$ cat src/rtl/redir_pkg.sv
// Shared constants for the USB-redirection transmit buffer.
package redir_pkg;

   localparam int unsigned NUM_CH        = 3;
   localparam int unsigned DEFAULT_DEPTH = 8;

   localparam int unsigned CH_SERIAL   = 0;
   localparam int unsigned CH_PARALLEL = 1;
   localparam int unsigned CH_MIDI     = 2;

endpackage

$ cat src/rtl/redir_fifo.sv
// Single-channel byte FIFO with registered head byte, flags, level and sticky overflow.
module redir_fifo #(
   parameter int unsigned DEPTH = 8,
   parameter int unsigned AW    = $clog2(DEPTH)
) (
   input  logic          clk,
   input  logic          reset,
   input  logic          push,
   input  logic [7:0]    push_data,
   input  logic          pop,
   input  logic          overflow_clr,
   output logic          full,
   output logic          data_out_available,
   output logic [7:0]    data_out,
   output logic          overflow,
   output logic [AW:0]   level
);

   logic [7:0]  mem [DEPTH];
   logic [AW:0] wp;
   logic [AW:0] rp;
   logic [AW:0] wp_nxt;
   logic [AW:0] rp_nxt;
   logic        empty_c;
   logic        full_c;
   logic        pop_ok;
   logic        push_ok;
   logic        drop;
   logic [7:0]  head_nxt;

   // Accept/drop decisions, next pointers and next head byte
   always_comb begin
      empty_c  = (wp == rp);
      full_c   = (wp[AW] != rp[AW]) && (wp[AW-1:0] == rp[AW-1:0]);
      pop_ok   = pop && !empty_c;
      push_ok  = push && (!full_c || pop_ok);
      drop     = push && !push_ok;
      wp_nxt   = wp + (AW+1)'(push_ok);
      rp_nxt   = rp + (AW+1)'(pop_ok);
      head_nxt = data_out;
      if (empty_c && push_ok) begin
         head_nxt = push_data;
      end else if (pop_ok) begin
         // Popping the only stored byte: new head is the same-cycle push, else hold
         if (rp_nxt == wp) begin
            if (push_ok) head_nxt = push_data;
         end else begin
            head_nxt = mem[rp_nxt[AW-1:0]];
         end
      end
   end

   // Storage array, intentionally not reset
   always_ff @(posedge clk) begin
      if (push_ok) mem[wp[AW-1:0]] <= push_data;
   end

   // Pointers, registered flags, head byte and sticky overflow
   always_ff @(posedge clk or posedge reset) begin
      if (reset) begin
         wp                 <= '0;
         rp                 <= '0;
         full               <= 1'b0;
         data_out_available <= 1'b0;
         data_out           <= 8'h00;
         overflow           <= 1'b0;
         level              <= '0;
      end else begin
         wp                 <= wp_nxt;
         rp                 <= rp_nxt;
         full               <= (wp_nxt[AW] != rp_nxt[AW]) && (wp_nxt[AW-1:0] == rp_nxt[AW-1:0]);
         data_out_available <= (wp_nxt != rp_nxt);
         data_out           <= head_nxt;
         level              <= wp_nxt - rp_nxt;
         if (drop)              overflow <= 1'b1;
         else if (overflow_clr) overflow <= 1'b0;
      end
   end

endmodule

$ cat src/rtl/usb_redir_tx_buffer.sv
// Three-channel transmit buffer between redirection producers and the SPI user-io poller.
module usb_redir_tx_buffer
   import redir_pkg::*;
#(
   parameter int unsigned DEPTH = DEFAULT_DEPTH,
   parameter int unsigned AW    = $clog2(DEPTH)
) (
   input  logic                      clk,
   input  logic                      reset,
   input  logic [2:0]                push,
   input  logic [23:0]               push_data,
   output logic [2:0]                full,
   input  logic [2:0]                strobe_out,
   output logic [2:0]                data_out_available,
   output logic [23:0]               data_out,
   output logic [2:0]                overflow,
   input  logic [2:0]                overflow_clr,
   output logic [3*(AW+1)-1:0]       level
);

   logic [NUM_CH-1:0] strobe_s1;
   logic [NUM_CH-1:0] strobe_s2;
   logic [NUM_CH-1:0] strobe_s3;
   logic [NUM_CH-1:0] pop_c;

   // Two-flop synchroniser plus edge-detect flop on the SPI-domain strobes
   always_ff @(posedge clk or posedge reset) begin
      if (reset) begin
         strobe_s1 <= '0;
         strobe_s2 <= '0;
         strobe_s3 <= '0;
      end else begin
         strobe_s1 <= strobe_out;
         strobe_s2 <= strobe_s1;
         strobe_s3 <= strobe_s2;
      end
   end

   // One pop per synchronised rising edge
   always_comb begin
      pop_c = strobe_s2 & ~strobe_s3;
   end

   for (genvar ch = 0; ch < NUM_CH; ch++) begin : g_ch
      redir_fifo #(
         .DEPTH (DEPTH),
         .AW    (AW)
      ) u_fifo (
         .clk                (clk),
         .reset              (reset),
         .push               (push[ch]),
         .push_data          (push_data[8*ch +: 8]),
         .pop                (pop_c[ch]),
         .overflow_clr       (overflow_clr[ch]),
         .full               (full[ch]),
         .data_out_available (data_out_available[ch]),
         .data_out           (data_out[8*ch +: 8]),
         .overflow           (overflow[ch]),
         .level              (level[(AW+1)*ch +: (AW+1)])
      );
   end

endmodule

$ cat config.mk
export PLATFORM = sky130hd
export DESIGN_NAME = usb_redir_tx_buffer
export DESIGN_NICKNAME = d
export VERILOG_FILES = /design/src/rtl/redir_pkg.sv /design/src/rtl/redir_fifo.sv /design/src/rtl/usb_redir_tx_buffer.sv
export SDC_FILE = /design/constraint.sdc
export NUM_CORES = 1
export LEC_CHECK = 0
export BUFFER_PORTS_ARGS = -buffer_cell sky130_fd_sc_hd__buf_2
export CELL_PAD_IN_SITES_DETAIL_PLACEMENT = 1
export CELL_PAD_IN_SITES_GLOBAL_PLACEMENT = 2
export CORE_ASPECT_RATIO = 1.1
export CORE_MARGIN = 4
export CORE_UTILIZATION = 40
export CTS_CLUSTER_SIZE = 28
export DETAILED_ROUTE_END_ITERATION = 8
export GPL_TIMING_DRIVEN = 0
export PLACE_DENSITY_LB_ADDON = 0.15
export SLEW_MARGIN = 20
export SYNTH_ARGS = -nofsm -noshare
export SYNTH_HDL_FRONTEND = slang
export SYNTH_SLANG_ARGS = --single-unit
$ cat constraint.sdc
create_clock -name clk -period 8.29 [get_ports clk]
set_input_delay 2.0725 -clock clk [delete_from_list [all_inputs] [get_ports clk]]
set_output_delay 2.0725 -clock clk [all_outputs]
set_load 0.05 [all_outputs]
Word-level counts from Yosys, hierarchy flattened
Memories as Yosys holds them, arrays and structs flattened. Index checks and enable logic that the tools add are counted.

Bits in registers: 78. Memories kept: 3. Bits in read-only memories: 0. Output and inout bits: 45. Latch bits: 0. RAM bits: 192.

Memory list: g_ch[0].u_fifo.mem (depth 8, width 8, read ports 1, clocked after memory_dff 0, write ports 1, RTL line redir_fifo.sv:19) `logic [7:0] mem [DEPTH];`; g_ch[1].u_fifo.mem (depth 8, width 8, read ports 1, clocked after memory_dff 0, write ports 1, RTL line redir_fifo.sv:19); g_ch[2].u_fifo.mem (depth 8, width 8, read ports 1, clocked after memory_dff 0, write ports 1, RTL line redir_fifo.sv:19).

Shift-type cells: 0. Bitwise operators: 2. Multipliers: 0. Reduce and logical (&&, ||, !) cells: 39. Divide/modulo/power cells: 0. Add/subtract/negate cells: 9. Muxes and demuxes: 24. Order comparisons: 0. Equal/unequal tests: 24.

Operators with widths (number): $mux 8 (12); $add 4x1->4 (6); $eq 4x4->1 (6); $eq 3x3->1 (6); $logic_and 1x1->1 (18); $mux 1 (12); $ne 4x4->1 (3); $reduce_bool 2->1 (6); $sub 4x4->4 (3); $logic_not 1->1 (9); $ne 3x1->1 const B (3); $ne 1x1->1 (6); $reduce_and 2->1 (3); $and 3x3->3 (1); $logic_or 1x1->1 (3); $not 3->3 (1).

Depth between registers and ports, before layout
Gate-level depths: netlist of the first run.

Depth after elaboration: 9. Depth in mapped cells: 13. Depth with buffers taken out: 10.

Hierarchy
Synthesis of the first run repeated with hierarchy kept, for this count alone.

Cell total of the unflattened synthesis: 598. Area, all modules: 11448.5 um^2.

Modules (own cells, without submodules): redir_fifo (g_ch[1].u_fifo ...) (area each 3719.8 um^2, seq. area each 2497.4 um^2, times used 2, cells each 195); redir_fifo (g_ch[0].u_fifo) (area each 3738.6 um^2, seq. area each 2497.4 um^2, times used 1, cells each 195); usb_redir_tx_buffer (area each 270.3 um^2, seq. area each 225.2 um^2, times used 1, cells each 13).

Worst setup path before layout of the first run
Ideal clock, no wire load.

Path kind: in2reg. Start point: input push[2]. End point: register g_ch[2].u_fifo.level[3]. Path buffers: 1. Arrival time: 3.581 ns. Stages: 9. Data required time: 8.210 ns. Library setup time: 0.080 ns. Slack: 4.629 ns. Path through: clkbuf_2 > inv_1 > a21oi_1 > ha_1 > ha_1 > ha_1 > a21o_1 > a21oi_1 > xnor2_1.

Cells in the longest elaborated chain, start to end: 3.

RTL lines: start: declaration (RTL line usb_redir_tx_buffer.sv:10) `input logic [2:0] push,`; $logic_and 1x1->1 (RTL line redir_fifo.sv:36) `push_ok = push && (!full_c || pop_ok);`; $add 4x1->4 (RTL line redir_fifo.sv:38) `wp_nxt = wp + (AW+1)'(push_ok);`; via g_ch[2].u_fifo.wp_nxt[1] (RTL line redir_fifo.sv:22) `logic [AW:0] wp_nxt;`; $sub 4x4->4 (RTL line redir_fifo.sv:74) `level <= wp_nxt - rp_nxt;`; end signal: assignment (RTL line redir_fifo.sv:74); end: declaration (RTL line redir_fifo.sv:16) `output logic [AW:0] level`.

The timed path passes the listed nets, and every way through them passes these cells. A chain may end at the register's enable or synchronous reset.

Final worst setup path of the first run
Start point: register g_ch[1].u_fifo.wp[1]. End point: register g_ch[1].u_fifo.data_out[4].

Cells in the longest elaborated chain, start to end: 8.

RTL lines: start: declaration (RTL line redir_fifo.sv:20) `logic [AW:0] wp;`; start signal: assignment (RTL line redir_fifo.sv:69) `wp <= wp_nxt;`; $eq 4x4->1 (*) (RTL line redir_fifo.sv:33) `empty_c = (wp == rp);`; $logic_not 1->1 (*) (RTL line redir_fifo.sv:35) `pop_ok = pop && !empty_c;`; $logic_and 1x1->1 (*) (RTL line redir_fifo.sv:35); $add 4x1->4 (*) (RTL line redir_fifo.sv:39) `rp_nxt = rp + (AW+1)'(pop_ok);`; via g_ch[1].u_fifo.rp_nxt[1] (RTL line redir_fifo.sv:23) `logic [AW:0] rp_nxt;`; $mem_v2 8x8 or $eq 4x4->1 (tied branches); $mux 8 (RTL line redir_fifo.sv:45) `if (rp_nxt == wp) begin`; $mux 8 (RTL line redir_fifo.sv:43) `end else if (pop_ok) begin`; $mux 8 (RTL line redir_fifo.sv:41) `if (empty_c && push_ok) begin`; end signal: assignment (RTL line redir_fifo.sv:73) `data_out <= head_nxt;`; end: declaration (RTL line redir_fifo.sv:14) `output logic [7:0] data_out,`.

Mark *: on every way through the listed nets, which the timed path passes. The rest lies on a longest branch. The select of a mux whose other input is x is not followed.

==> results of run 1 <==
==> logic make-up after synthesis <==
logic type	Yosys count	share of synthesized area
AO/OA/AOI/OAI	71	0.05411
XOR/XNOR	49	0.04413
adder cells (fa/ha/maj)	24	0.02794
buffers and inverters	56	0.02783
flip-flops	270	0.6839
multiplexers	72	0.1171
AND/OR/NAND/NOR	105	0.04502
==> routing by layer <==
layer	routed length, um	up-vias
met5	0	-
met4	330	0
met3	998	28
met2	12660	114
met1	10850	3109
li1	-	2694
==> worst reg2reg max path, cell delays in order (launching register included) <==
cell and delay (ns):
sky130_fd_sc_hd__dfrtp_1 0.37, sky130_fd_sc_hd__buf_6 0.15, sky130_fd_sc_hd__xnor2_1 0.19, sky130_fd_sc_hd__and4b_1 0.31, sky130_fd_sc_hd__nor2_1 0.07, sky130_fd_sc_hd__ha_1 0.20
sky130_fd_sc_hd__ha_1 0.34, sky130_fd_sc_hd__buf_2 0.30, sky130_fd_sc_hd__buf_1 0.65, sky130_fd_sc_hd__mux4_2 0.42, sky130_fd_sc_hd__mux2i_1 0.19, sky130_fd_sc_hd__nand2_1 0.08
sky130_fd_sc_hd__a32o_1 0.29
==> synthesized netlist by cell type (2+ instances only) <==
library cell,count
sky130_fd_sc_hd__xor3_1,2
sky130_fd_sc_hd__nor3_1,7
sky130_fd_sc_hd__edfxtp_1,192
sky130_fd_sc_hd__fa_1,2
sky130_fd_sc_hd__nand3_1,11
sky130_fd_sc_hd__nor2_1,28
sky130_fd_sc_hd__a22oi_2,3
sky130_fd_sc_hd__ha_1,22
sky130_fd_sc_hd__nand4_1,3
sky130_fd_sc_hd__buf_4,12
sky130_fd_sc_hd__inv_1,23
sky130_fd_sc_hd__o21a_1,2
sky130_fd_sc_hd__o21ai_0,3
sky130_fd_sc_hd__dfrtp_1,78
sky130_fd_sc_hd__a221oi_1,8
sky130_fd_sc_hd__nand2b_1,11
sky130_fd_sc_hd__o21ai_1,2
sky130_fd_sc_hd__a21o_1,27
sky130_fd_sc_hd__buf_2,10
sky130_fd_sc_hd__clkbuf_1,2
sky130_fd_sc_hd__nand2_1,36
sky130_fd_sc_hd__mux4_2,48
sky130_fd_sc_hd__buf_6,6
sky130_fd_sc_hd__xnor2_2,3
sky130_fd_sc_hd__a32o_1,16
sky130_fd_sc_hd__mux2i_1,24
sky130_fd_sc_hd__a21oi_1,4
sky130_fd_sc_hd__o21ai_4,2
sky130_fd_sc_hd__xor2_1,19
sky130_fd_sc_hd__buf_1,2
sky130_fd_sc_hd__nor2b_1,2
sky130_fd_sc_hd__nor3_2,2
sky130_fd_sc_hd__xnor2_1,24
sky130_fd_sc_hd__and4b_1,2
==> through the flow <==
stage	hold WS (ns)	setup WS [ns]	instance area, um2
after global placement	0.3350	2.967	12130
after floorplan	0.3312	4.222	11280
final	0.3483	4.632	13010
after detailed placement	0.3363	4.164	12190
after global routing	0.3620	4.360	13010
after CTS	0.3507	4.598	13010
==> final cells by class <==
cell class                      instances  area share
Buffer                                 33     0.01750
Clock buffer                           38     0.05837
Clock inverter                         14    0.004808
Inverter                               23    0.006828
Multi-Input combinational cell        321      0.2523
Sequential cell                       270      0.5931
Tap cell                              363     0.03491
Timing Repair Buffer                   79     0.03212
==> state kept, by name, summed over array words and instances, names as in the netlist <==
signal,count
g_ch.u_fifo.data_out,24
g_ch.u_fifo.data_out_available,3
g_ch.u_fifo.full,3
g_ch.u_fifo.level,12
g_ch.u_fifo.mem,192
g_ch.u_fifo.overflow,3
g_ch.u_fifo.rp,12
g_ch.u_fifo.wp,12
strobe_s1,3
strobe_s2,3
strobe_s3,3
==> power groups by stage <==
stage / clock (mW) / combinational [mW] / sequential [mW]
3_5_place_dp: 0 / 2.78 / 1.95
2_1_floorplan: 0 / 1.79 / 2.22
6_report: 1.13 / 2.74 / 1.92
5_1_grt: 1.24 / 3.00 / 1.95
4_1_cts: 1.17 / 2.80 / 1.93
3_3_place_gp: 0 / 2.70 / 1.93
==> final timing paths <==
check	startpoint	endpoint	slack (ns)	depth (start not counted)
worst min register to register	strobe_s1[1]$_DFF_PP0_	strobe_s2[1]$_DFF_PP0_	0.35	0
min in group asynchronous	reset	g_ch[0].u_fifo.overflow$_DFFE_PP0P_	1.54	2
worst min-delay path	strobe_s1[1]$_DFF_PP0_	strobe_s2[1]$_DFF_PP0_	0.35	0
worst max register to register	g_ch[1].u_fifo.wp[1]$_DFF_PP0_	g_ch[1].u_fifo.data_out[4]$_DFFE_PP0P_	4.63	12
worst max-delay path	g_ch[1].u_fifo.wp[1]$_DFF_PP0_	g_ch[1].u_fifo.data_out[4]$_DFFE_PP0P_	4.63	12
max in group asynchronous	reset	g_ch[2].u_fifo.rp[0]$_DFF_PP0_	6.13	3
==> metrics, run 1 <==
run status finished, final reports clean; ratio of cells with drive above 1 in the final layout 0.2751; Fin Clk Skew 0.01297 ns; cells along the critical path buf_6 -> xnor2_1 -> and4b_1 -> nor2_1 -> ha_1 -> ha_1 -> buf_2 -> buf_1 -> mux4_2 -> mux2i_1 -> nand2_1 -> a32o_1; worst voltage drop across the vdd grid 0.0002118 V; area leader, netlist sky130_fd_sc_hd__edfxtp_1; maximum fanout encountered on the critical timing path 10; TritonCTS Sinks 270; clock period minus final worst setup slack 3.658 ns; clock buffer count from CTS 28; count of final hold-check violations 0; sequential power share 0.332; count of nets after finishing 815; area of the core region 27790 um2; Seq cells post-synth 270; area share of the leading cell type in the synthesized netlist 0.5109; buffer type at the clock tree root sky130_fd_sc_hd__clkbuf_16; power density relative to cell area 445.1 nW/um2; Resized Gates After CTS 0; overall power of the completed layout 5.791 mW; final antenna-violating net count 0; proportion of total power due to net switching 0.3941; Post-Synthesis Cell Area 11280 um2; highest clock frequency the design can meet 273.4 MHz; count of non-filler cells in the finished layout 1141; post-route clock period utilization 0.4412; leakage power 4.951 nW; power share of the clock group 0.196; I/O pin count 80; setup-violating endpoint count in the final report 0; number of hold buffers added after cts 0; Clk pin slew, worst setup/hold paths 0.06 ns; kind of capture point of the worst setup path flip-flop; GR met2 Demand/Resource 0.2833; signal arrival time at the worst endpoint 4.08 ns; Largest stage delay, worst path 0.65 ns; Sequential cell area 7717 um2; maximum buffer depth of the clock tree 3; flip-flop cell with the highest count after synthesis sky130_fd_sc_hd__edfxtp_1; sort of element at the start of the critical path flip-flop; number of antenna violations at the first check in global routing 0; routed length per instance 21.77 um; area of combinational cells with multiple inputs 3283 um2; Mapped Avg Cell Area 17.44 um2; level count of the clock H-tree 1; met1 routing resource usage after global routing 0.2209; delay-heaviest family, CP buffers and inverters; die width 168.1 um; number of instances in the synthesized netlist 647; start-to-end type of the worst setup path flip-flop to flip-flop; top library cells by usage in the layout, fill and taps aside sky130_fd_sc_hd__edfxtp_1, sky130_fd_sc_hd__buf_2, sky130_fd_sc_hd__dfrtp_1, sky130_fd_sc_hd__mux4_2, sky130_fd_sc_hd__nand2_1; Remaining DRCs 0; TritonCTS clock tree built; sum of routed wire length over all layers 24840 um; DR pass1 iterations 4; data required time at the worst endpoint 8.71 ns; global placement routability congestion 0.7186; number of rows in the core area 64; average vias per placed instance 5.210; most common cell after layout, fill and taps aside sky130_fd_sc_hd__edfxtp_1; number of inserted diodes 0; aggregate global-route resource usage 0.1634; Core Util, Final 0.4683; total negative setup slack 0 ns; global-route wire length before repair 39280 um; Die ar. 30970 um2; share of the yosys chip area belonging to registers 0.6839; cell type of the slowest stage on the worst timing path sky130_fd_sc_hd__buf_1; clk_lat worst skew 0.54 ns; worst hold path class flip-flop to flip-flop; filler instances 2672; number of enable-type register cells in the synthesized netlist 192; Placed Cells 1089; number of unique standard cell types used by synthesis 43; DRT iter0 DRCs 427; global-route met3 utilization 0.02638; via count of the routed design 5945; most numerous cell on the critical path sky130_fd_sc_hd__ha_1; detailed placer's ending HPWL 16550 um; area grow syn2layout 15.30%; Final Slew Violations 0; Port Buf Inserts 78; pin count of the biggest net entering global routing 51; unrepaired setup endpoints after global routing false; cell internal pwr 3.509 mW; number of buffers and inverters on the critical path 3; switching pwr 2.282 mW; height of the die 184.2 um; combinational share of power 0.472; Async SR Flop Fraction 0.2889; synth warn 0; number of buffers inserted to repair setup after CTS 0; post-synth net total 706; total global routing overflow 0; reported max-cap violation count 0; routing layer with the top usage in global route met2; worst max-slew margin expressed relative to the limit 0.2644; largest cells by area after synthesis sky130_fd_sc_hd__edfxtp_1, sky130_fd_sc_hd__dfrtp_1, sky130_fd_sc_hd__mux4_2; measured slew at the worst slew-check pin 1.096 ns; Initial Utilization 0.4061; vias in the first global route 6628
Power figures use the tool's default switching activity.
==> inputs of run 2 (changes only) <==
--- a/config.mk
+++ b/config.mk
@@ -5,12 +5,13 @@
 export SDC_FILE = /design/constraint.sdc
 export NUM_CORES = 1
 export LEC_CHECK = 0
+export ABC_AREA = 1
 export BUFFER_PORTS_ARGS = -buffer_cell sky130_fd_sc_hd__buf_2
 export CELL_PAD_IN_SITES_DETAIL_PLACEMENT = 1
 export CELL_PAD_IN_SITES_GLOBAL_PLACEMENT = 2
 export CORE_ASPECT_RATIO = 1.1
 export CORE_MARGIN = 4
-export CORE_UTILIZATION = 40
+export CORE_UTILIZATION = 39
 export CTS_CLUSTER_SIZE = 28
 export DETAILED_ROUTE_END_ITERATION = 8
 export GPL_TIMING_DRIVEN = 0
==> constraint.sdc (replaced) <==
create_clock -name clk -period 3.8 [get_ports clk]
set_input_delay 0.95 -clock clk [delete_from_list [all_inputs] [get_ports clk]]
set_output_delay 0.95 -clock clk [all_outputs]
set_load 0.05 [all_outputs]
==> metrics, run 2 <==
Port Buf Inserts 79 (+1.3%); maximum fanout encountered on the critical timing path 10 (unchanged); area grow syn2layout 16.49%; area of the core region 30510 um2 (+9.8%); Remaining DRCs 0 (unchanged); top cells by instance count after synthesis sky130_fd_sc_hd__nand2_1, sky130_fd_sc_hd__edfxtp_1, sky130_fd_sc_hd__nand3_1; signal arrival time at the worst endpoint 3.72 ns (-0.36 ns); Clk pin slew, worst setup/hold paths 0.06 ns (about the same); most common cell after layout, fill and taps aside sky130_fd_sc_hd__nand2_1; count of final hold-check violations 0 (unchanged); power density relative to cell area 988.6 nW/um2 (+120%); ratio of cells with drive above 1 in the final layout 0.1503 (-0.1248); unrepaired setup endpoints after global routing false; final antenna-violating net count 0 (unchanged); worst hold path class flip-flop to flip-flop; vias in the first global route 8761 (+32%); aggregate global-route resource usage 0.1779 (+0.01457); number of rows in the core area 67 (+4.7%); TritonCTS Sinks 270 (unchanged); sort of element at the start of the critical path flip-flop; routed length per instance 16.84 um (-23%); Fin Clk Skew 0.01403 ns (+0.001059 ns); via count of the routed design 8319 (+40%); combinational share of power 0.486 (+0.014); number of instances in the synthesized netlist 1208 (+87%); number of enable-type register cells in the synthesized netlist 192 (unchanged); level count of the clock H-tree 1 (unchanged); post-synth net total 1267 (+79%); measured slew at the worst slew-check pin 0.8745 ns (-0.2215 ns); cell internal pwr 7.700 mW (+120%); worst hold slack after final layout 0.3493 ns (+0.001059 ns); number of inserted diodes 0 (unchanged); DR pass1 iterations 4 (unchanged); detailed placer's ending HPWL 21490 um (+30%); sum of routed wire length over all layers 29610 um (+19%); Mapped Avg Cell Area 10.00 um2 (-43%); highest clock frequency the design can meet 304.6 MHz (+11%); data required time at the worst endpoint 4.23 ns (-4.48 ns); sequential power share 0.300 (-0.032); flip-flop cell with the highest count after synthesis sky130_fd_sc_hd__edfxtp_1; count of nets after finishing 1379 (+69%); average vias per placed instance 4.732 (-9.2%); largest cells by area after synthesis sky130_fd_sc_hd__edfxtp_1, sky130_fd_sc_hd__dfrtp_1, sky130_fd_sc_hd__nand2_1; number of unique standard cell types used by synthesis 32 (-26%); DRT iter0 DRCs 389 (-8.9%); Initial Utilization 0.3960 (-0.01014); area share of the leading cell type in the synthesized netlist 0.4772 (-0.03375); proportion of total power due to net switching 0.4466 (+0.05252); Final Slew Violations 0 (unchanged); clock buffer count from CTS 30 (+7.1%); buffer type at the clock tree root sky130_fd_sc_hd__clkbuf_16; top library cells by usage in the layout, fill and taps aside sky130_fd_sc_hd__nand2_1, sky130_fd_sc_hd__edfxtp_1, sky130_fd_sc_hd__nand3_1, sky130_fd_sc_hd__buf_2, sky130_fd_sc_hd__inv_1; synth warn 0 (unchanged); Post-Synthesis Cell Area 12080 um2 (+7.1%); post-route clock period utilization 0.8639 (+0.4226); global placement routability congestion 0.7499 (+4.4%); number of buffers inserted to repair setup after CTS 0 (unchanged); leakage power 6.292 nW (+27%); share of the yosys chip area belonging to registers 0.6387 (-0.04518); run status finished, final reports clean; power share of the clock group 0.214 (+0.018); Async SR Flop Fraction 0.2889 (unchanged); Die ar. 33860 um2 (+9.4%); reported max-cap violation count 0 (unchanged); total global routing overflow 0 (unchanged); start-to-end type of the worst setup path flip-flop to flip-flop; TritonCTS clock tree built; setup-violating endpoint count in the final report 0 (unchanged); area leader, netlist sky130_fd_sc_hd__edfxtp_1; number of hold buffers added after cts 0 (unchanged); I/O pin count 80 (unchanged); flip-flop count of the largest register after layout 192 (unchanged); clk_lat worst skew 0.55 ns (about the same); global-route wire length before repair 47670 um (+21%); kind of capture point of the worst setup path flip-flop; height of the die 192.6 um (+4.6%); number of antenna violations at the first check in global routing 0 (unchanged); switching pwr 6.214 mW (+170%); Seq cells post-synth 270 (unchanged); library cell with the highest instance count after synthesis sky130_fd_sc_hd__nand2_1; Resized Gates After CTS 0 (unchanged); pin count of the biggest net entering global routing 53 (+3.9%); die width 175.8 um (+4.6%); worst max-slew margin expressed relative to the limit 0.4148 (+0.1504); worst voltage drop across the vdd grid 0.0006140 V (+190%); clock period minus final worst setup slack 3.283 ns (-0.3752 ns); maximum buffer depth of the clock tree 3 (unchanged); Core Util, Final 0.4613 (-0.007004)
-- run 2: critical path: stages (launching register included) --
cell and delay (ns):
sky130_fd_sc_hd__dfrtp_1 0.45, sky130_fd_sc_hd__inv_1 0.12, sky130_fd_sc_hd__nand2_1 0.07, sky130_fd_sc_hd__nand2_1 0.09, sky130_fd_sc_hd__nor2_4 0.14, sky130_fd_sc_hd__nand2_1 0.06
sky130_fd_sc_hd__nand2_1 0.07, sky130_fd_sc_hd__inv_1 0.05, sky130_fd_sc_hd__ha_1 0.20, sky130_fd_sc_hd__ha_1 0.36, sky130_fd_sc_hd__buf_6 0.17, sky130_fd_sc_hd__inv_4 0.11
sky130_fd_sc_hd__clkbuf_1 0.48, sky130_fd_sc_hd__ha_1 0.38, sky130_fd_sc_hd__inv_1 0.06, sky130_fd_sc_hd__nor2_1 0.03, sky130_fd_sc_hd__o21ai_1 0.16, sky130_fd_sc_hd__nand2_1 0.07
sky130_fd_sc_hd__nand2_1 0.05, sky130_fd_sc_hd__nand2_1 0.04
-- run 2: routing by layer --
layer,track usage,up-vias,part of all wire
met5,0,-,0
met4,0.03749,0,0.017
met3,0.02155,38,0.031
met2,0.3078,111,0.49
met1,0.2436,4022,0.46
li1,-,4148,-
-- run 2: worst paths after layout --
kind                       cells after the start  slack, ns                            from                                          end
max in group asynchronous                      3       2.79                           reset  g_ch[1].u_fifo.data_out_available$_DFF_PP0_
hold / removal                                 0       0.35          strobe_s1[0]$_DFF_PP0_                       strobe_s2[0]$_DFF_PP0_
setup reg to reg                              19       0.52  g_ch[1].u_fifo.wp[0]$_DFF_PP0_            g_ch[1].u_fifo.level[3]$_DFF_PP0_
setup / recovery                              19       0.52  g_ch[1].u_fifo.wp[0]$_DFF_PP0_            g_ch[1].u_fifo.level[3]$_DFF_PP0_
hold reg to reg                                0       0.35          strobe_s1[0]$_DFF_PP0_                       strobe_s2[0]$_DFF_PP0_
min in group asynchronous                      2       0.40                           reset                       strobe_s3[0]$_DFF_PP0_
-- run 2: cell families after synthesis --
logic type	after synthesis	share of synthesized area
simple gates	718	0.2530
flops	270	0.6387
buf+inv	147	0.05385
compound gates	30	0.01398
fa+ha+maj	24	0.02609
xor+xnor	19	0.01439
-- run 2: final cells by class --
| cell class | count | area (um2) |
|---|---|---|
| Fill cell | 3497 | 16440 |
| Sequential cell | 270 | 7717 |
| Multi-Input combinational cell | 791 | 3715 |
| Clock buffer | 51 | 994.7 |
| Tap cell | 414 | 518.0 |
| Timing Repair Buffer | 80 | 422.9 |
| Inverter | 101 | 384.1 |
| Buffer | 46 | 269.0 |
| Clock inverter | 5 | 53.80 |
-- run 2: power groups by stage --
| stage | Sequential (mW) | Clock, mW | Combinational (mW) |
|---|---|---|---|
| floorplan | 4.85 | 0 | 4.29 |
| global placement | 4.22 | 0 | 6.76 |
| detailed placement | 4.24 | 0 | 6.87 |
| CTS | 4.19 | 3.06 | 6.92 |
| global route | 4.26 | 3.19 | 7.63 |
| finish | 4.18 | 2.98 | 6.76 |
-- run 2: stage by stage --
stage                     std cells  power, mW  setup slack (ns)  setup TNS (ns)  cell area, um2
final                          1758      13.91            0.5173               0           14070
after global routing           1758      15.08            0.1873               0           14070
after CTS                      1758      14.16            0.4495               0           14070
after detailed placement       1702      11.11            0.4651               0           13030
after global placement         1701      10.98           -0.3492          -25.86           13000
after floorplan                1208      9.134            0.8550               0           12080
==> inputs of run 3 (changes only) <==
--- a/config.mk
+++ b/config.mk
@@ -6,7 +6,7 @@
 export NUM_CORES = 1
 export LEC_CHECK = 0
 export ABC_AREA = 1
-export BUFFER_PORTS_ARGS = -buffer_cell sky130_fd_sc_hd__buf_2
+export BUFFER_PORTS_ARGS = -buffer_cell sky130_fd_sc_hd__buf_4
 export CELL_PAD_IN_SITES_DETAIL_PLACEMENT = 1
 export CELL_PAD_IN_SITES_GLOBAL_PLACEMENT = 2
 export CORE_ASPECT_RATIO = 1.1
@@ -15,7 +15,7 @@
 export CTS_CLUSTER_SIZE = 28
 export DETAILED_ROUTE_END_ITERATION = 8
 export GPL_TIMING_DRIVEN = 0
-export PLACE_DENSITY_LB_ADDON = 0.15
+export PLACE_DENSITY = 0.87
 export SLEW_MARGIN = 20
 export SYNTH_ARGS = -nofsm -noshare
 export SYNTH_HDL_FRONTEND = slang
==> metrics, run 3 (synthesized netlist as in run 2, its figures left out) <==
global-route wire length before repair 47730 um (+0.12%); detailed placer's ending HPWL 21040 um (-2.1%); level count of the clock H-tree 1 (unchanged); pin count of the biggest net entering global routing 43 (-19%); DRT iter0 DRCs 361 (-7.2%); power density relative to cell area 995.3 nW/um2 (+0.68%); highest clock frequency the design can meet 300.0 MHz (-1.5%); die width 175.8 um (unchanged); data required time at the worst endpoint 4.21 ns (-0.02 ns); total global routing overflow 0 (unchanged); number of buffers inserted to repair setup after CTS 0 (unchanged); final antenna-violating net count 0 (unchanged); unrepaired setup endpoints after global routing false; post-place setup slack 0.4373 ns (-0.02778 ns); count of nets after finishing 1379 (unchanged); TritonCTS Sinks 270 (unchanged); maximum fanout encountered on the critical timing path 10 (unchanged); Remaining DRCs 0 (unchanged); global placement routability congestion 0.7793 (+3.9%); maximum buffer depth of the clock tree 3 (unchanged); number of inserted diodes 0 (unchanged); post-route clock period utilization 0.8771 (+0.01322); flip-flop count of the largest register after layout 192 (unchanged); number of hold buffers added after cts 0 (unchanged); sum of routed wire length over all layers 29260 um (-1.2%); worst max-slew margin expressed relative to the limit 0.3895 (-0.02533); worst hold path class flip-flop to flip-flop; TritonCTS clock tree built; average vias per placed instance 4.838 (+2.2%); count of final hold-check violations 0 (unchanged); Resized Gates After CTS 0 (unchanged); number of rows in the core area 67 (unchanged); Clk pin slew, worst setup/hold paths 0.06 ns (about the same); area of the core region 30510 um2 (unchanged); leakage power 6.384 nW (+1.5%); signal arrival time at the worst endpoint 3.74 ns (+0.02 ns); setup-violating endpoint count in the final report 0 (unchanged); clk_lat worst skew 0.55 ns (about the same); run status finished, final reports clean; Die ar. 33860 um2 (unchanged); worst voltage drop across the vdd grid 0.0004442 V (-28%); overall power of the completed layout 14.28 mW (+2.6%); top library cells by usage in the layout, fill and taps aside sky130_fd_sc_hd__nand2_1, sky130_fd_sc_hd__edfxtp_1, sky130_fd_sc_hd__nand3_1, sky130_fd_sc_hd__buf_4, sky130_fd_sc_hd__inv_1; clock period minus final worst setup slack 3.333 ns (+0.05025 ns); Initial Utilization 0.3960 (unchanged); aggregate global-route resource usage 0.1759 (-0.002051); number of antenna violations at the first check in global routing 0 (unchanged); Setup WS post-layout 0.4670 ns (-0.05025 ns); start-to-end type of the worst setup path flip-flop to flip-flop; routed length per instance 16.65 um (-1.2%); via count of the routed design 8505 (+2.2%); Port Buf Inserts 79 (unchanged); most common cell after layout, fill and taps aside sky130_fd_sc_hd__nand2_1; vias in the first global route 9251 (+5.6%); I/O pin count 80 (unchanged); DR pass1 iterations 4 (unchanged); Fin Clk Skew 0.01320 ns (-0.0008236 ns); area grow syn2layout 18.74%; clock buffer count from CTS 30 (unchanged); sort of element at the start of the critical path flip-flop; ratio of cells with drive above 1 in the final layout 0.1518 (+0.001488); measured slew at the worst slew-check pin 0.9124 ns (+0.03785 ns); kind of capture point of the worst setup path flip-flop; Final Slew Violations 0 (unchanged); buffer type at the clock tree root sky130_fd_sc_hd__clkbuf_16; height of the die 192.6 um (unchanged); reported max-cap violation count 0 (unchanged)
[run 3: cell count changes in the layout (fill, tap and decap cells not counted), moves of 3 or more]
| cell | previous run | this run |
|---|---|---|
| sky130_fd_sc_hd__bufinv_16 | 1 | 6 |
| sky130_fd_sc_hd__clkbuf_1 | 29 | 26 |
| sky130_fd_sc_hd__buf_4 | 14 | 93 |
| sky130_fd_sc_hd__clkbuf_8 | 8 | 4 |
| sky130_fd_sc_hd__buf_2 | 87 | 8 |
[run 3: layer usage]
metal  global-route usage  vias to the layer above  part of all wire
li1                     -                     4153                 -
met1               0.2239                     4169              0.44
met2               0.3156                      131              0.50
met3              0.02429                       52             0.037
met4              0.04919                        0             0.025
met5                    0                        -                 0
[run 3: final cells by class]
cell class	count	area, um2
Buffer	46	269.0
Inverter	101	384.1
Fill cell	3456	16170
Multi-Input combinational cell	791	3715
Timing Repair Buffer	80	620.6
Sequential cell	270	7717
Clock buffer	43	903.4
Tap cell	414	518.0
Clock inverter	13	220.2
[run 3: path summary, 6_finish.rpt]
kind | start | end | slack, ns | cells after the start
worst max register to register | g_ch[1].u_fifo.wp[2]$_DFF_PP0_ | g_ch[1].u_fifo.level[3]$_DFF_PP0_ | 0.47 | 20
worst max-delay path | g_ch[1].u_fifo.wp[2]$_DFF_PP0_ | g_ch[1].u_fifo.level[3]$_DFF_PP0_ | 0.47 | 20
worst min register to register | strobe_s1[2]$_DFF_PP0_ | strobe_s2[2]$_DFF_PP0_ | 0.35 | 0
max in group asynchronous | reset | g_ch[2].u_fifo.data_out[4]$_DFFE_PP0P_ | 2.76 | 3
min in group asynchronous | reset | g_ch[0].u_fifo.level[1]$_DFF_PP0_ | 0.44 | 2
worst min-delay path | strobe_s1[2]$_DFF_PP0_ | strobe_s2[2]$_DFF_PP0_ | 0.35 | 0
[run 3: stage by stage]
step           hold slack (ns)  instances  cell area (um2)  TNS, ns  utilization
6_report                0.3532       1758            14350        0       0.4702
5_1_grt                 0.3636       1758            14350        0       0.4702
4_1_cts                 0.3546       1758            14350        0       0.4702
3_5_place_dp            0.3381       1702            13220        0       0.4334
3_3_place_gp            0.3337       1701            13190   -26.47       0.4324
2_1_floorplan           0.3312       1208            12080        0            -
[run 3: report_power, final]
part | switching [mW] | internal [mW] | leakage, nW
clock network | 1.16 | 2.05 | 0.549
logic | 4.73 | 2.13 | 3.16
registers | 0.321 | 3.88 | 2.67
total | 6.22 | 8.06 | 6.38
[run 3: critical path: stages (launching register included)]
cell,delay [ns]
sky130_fd_sc_hd__dfrtp_1,0.32
sky130_fd_sc_hd__buf_2,0.20
sky130_fd_sc_hd__inv_2,0.08
sky130_fd_sc_hd__nand2_1,0.07
sky130_fd_sc_hd__nand2_2,0.08
sky130_fd_sc_hd__nor2_4,0.14
sky130_fd_sc_hd__nand2_1,0.06
sky130_fd_sc_hd__nand2_1,0.08
sky130_fd_sc_hd__inv_1,0.05
sky130_fd_sc_hd__ha_1,0.22
sky130_fd_sc_hd__ha_1,0.35
sky130_fd_sc_hd__buf_6,0.18
sky130_fd_sc_hd__inv_4,0.11
sky130_fd_sc_hd__clkbuf_1,0.39
sky130_fd_sc_hd__ha_1,0.36
sky130_fd_sc_hd__inv_1,0.07
sky130_fd_sc_hd__nor2_1,0.04
sky130_fd_sc_hd__o21ai_1,0.17
sky130_fd_sc_hd__nand2_1,0.07
sky130_fd_sc_hd__nand2_1,0.07
sky130_fd_sc_hd__nand2_1,0.09
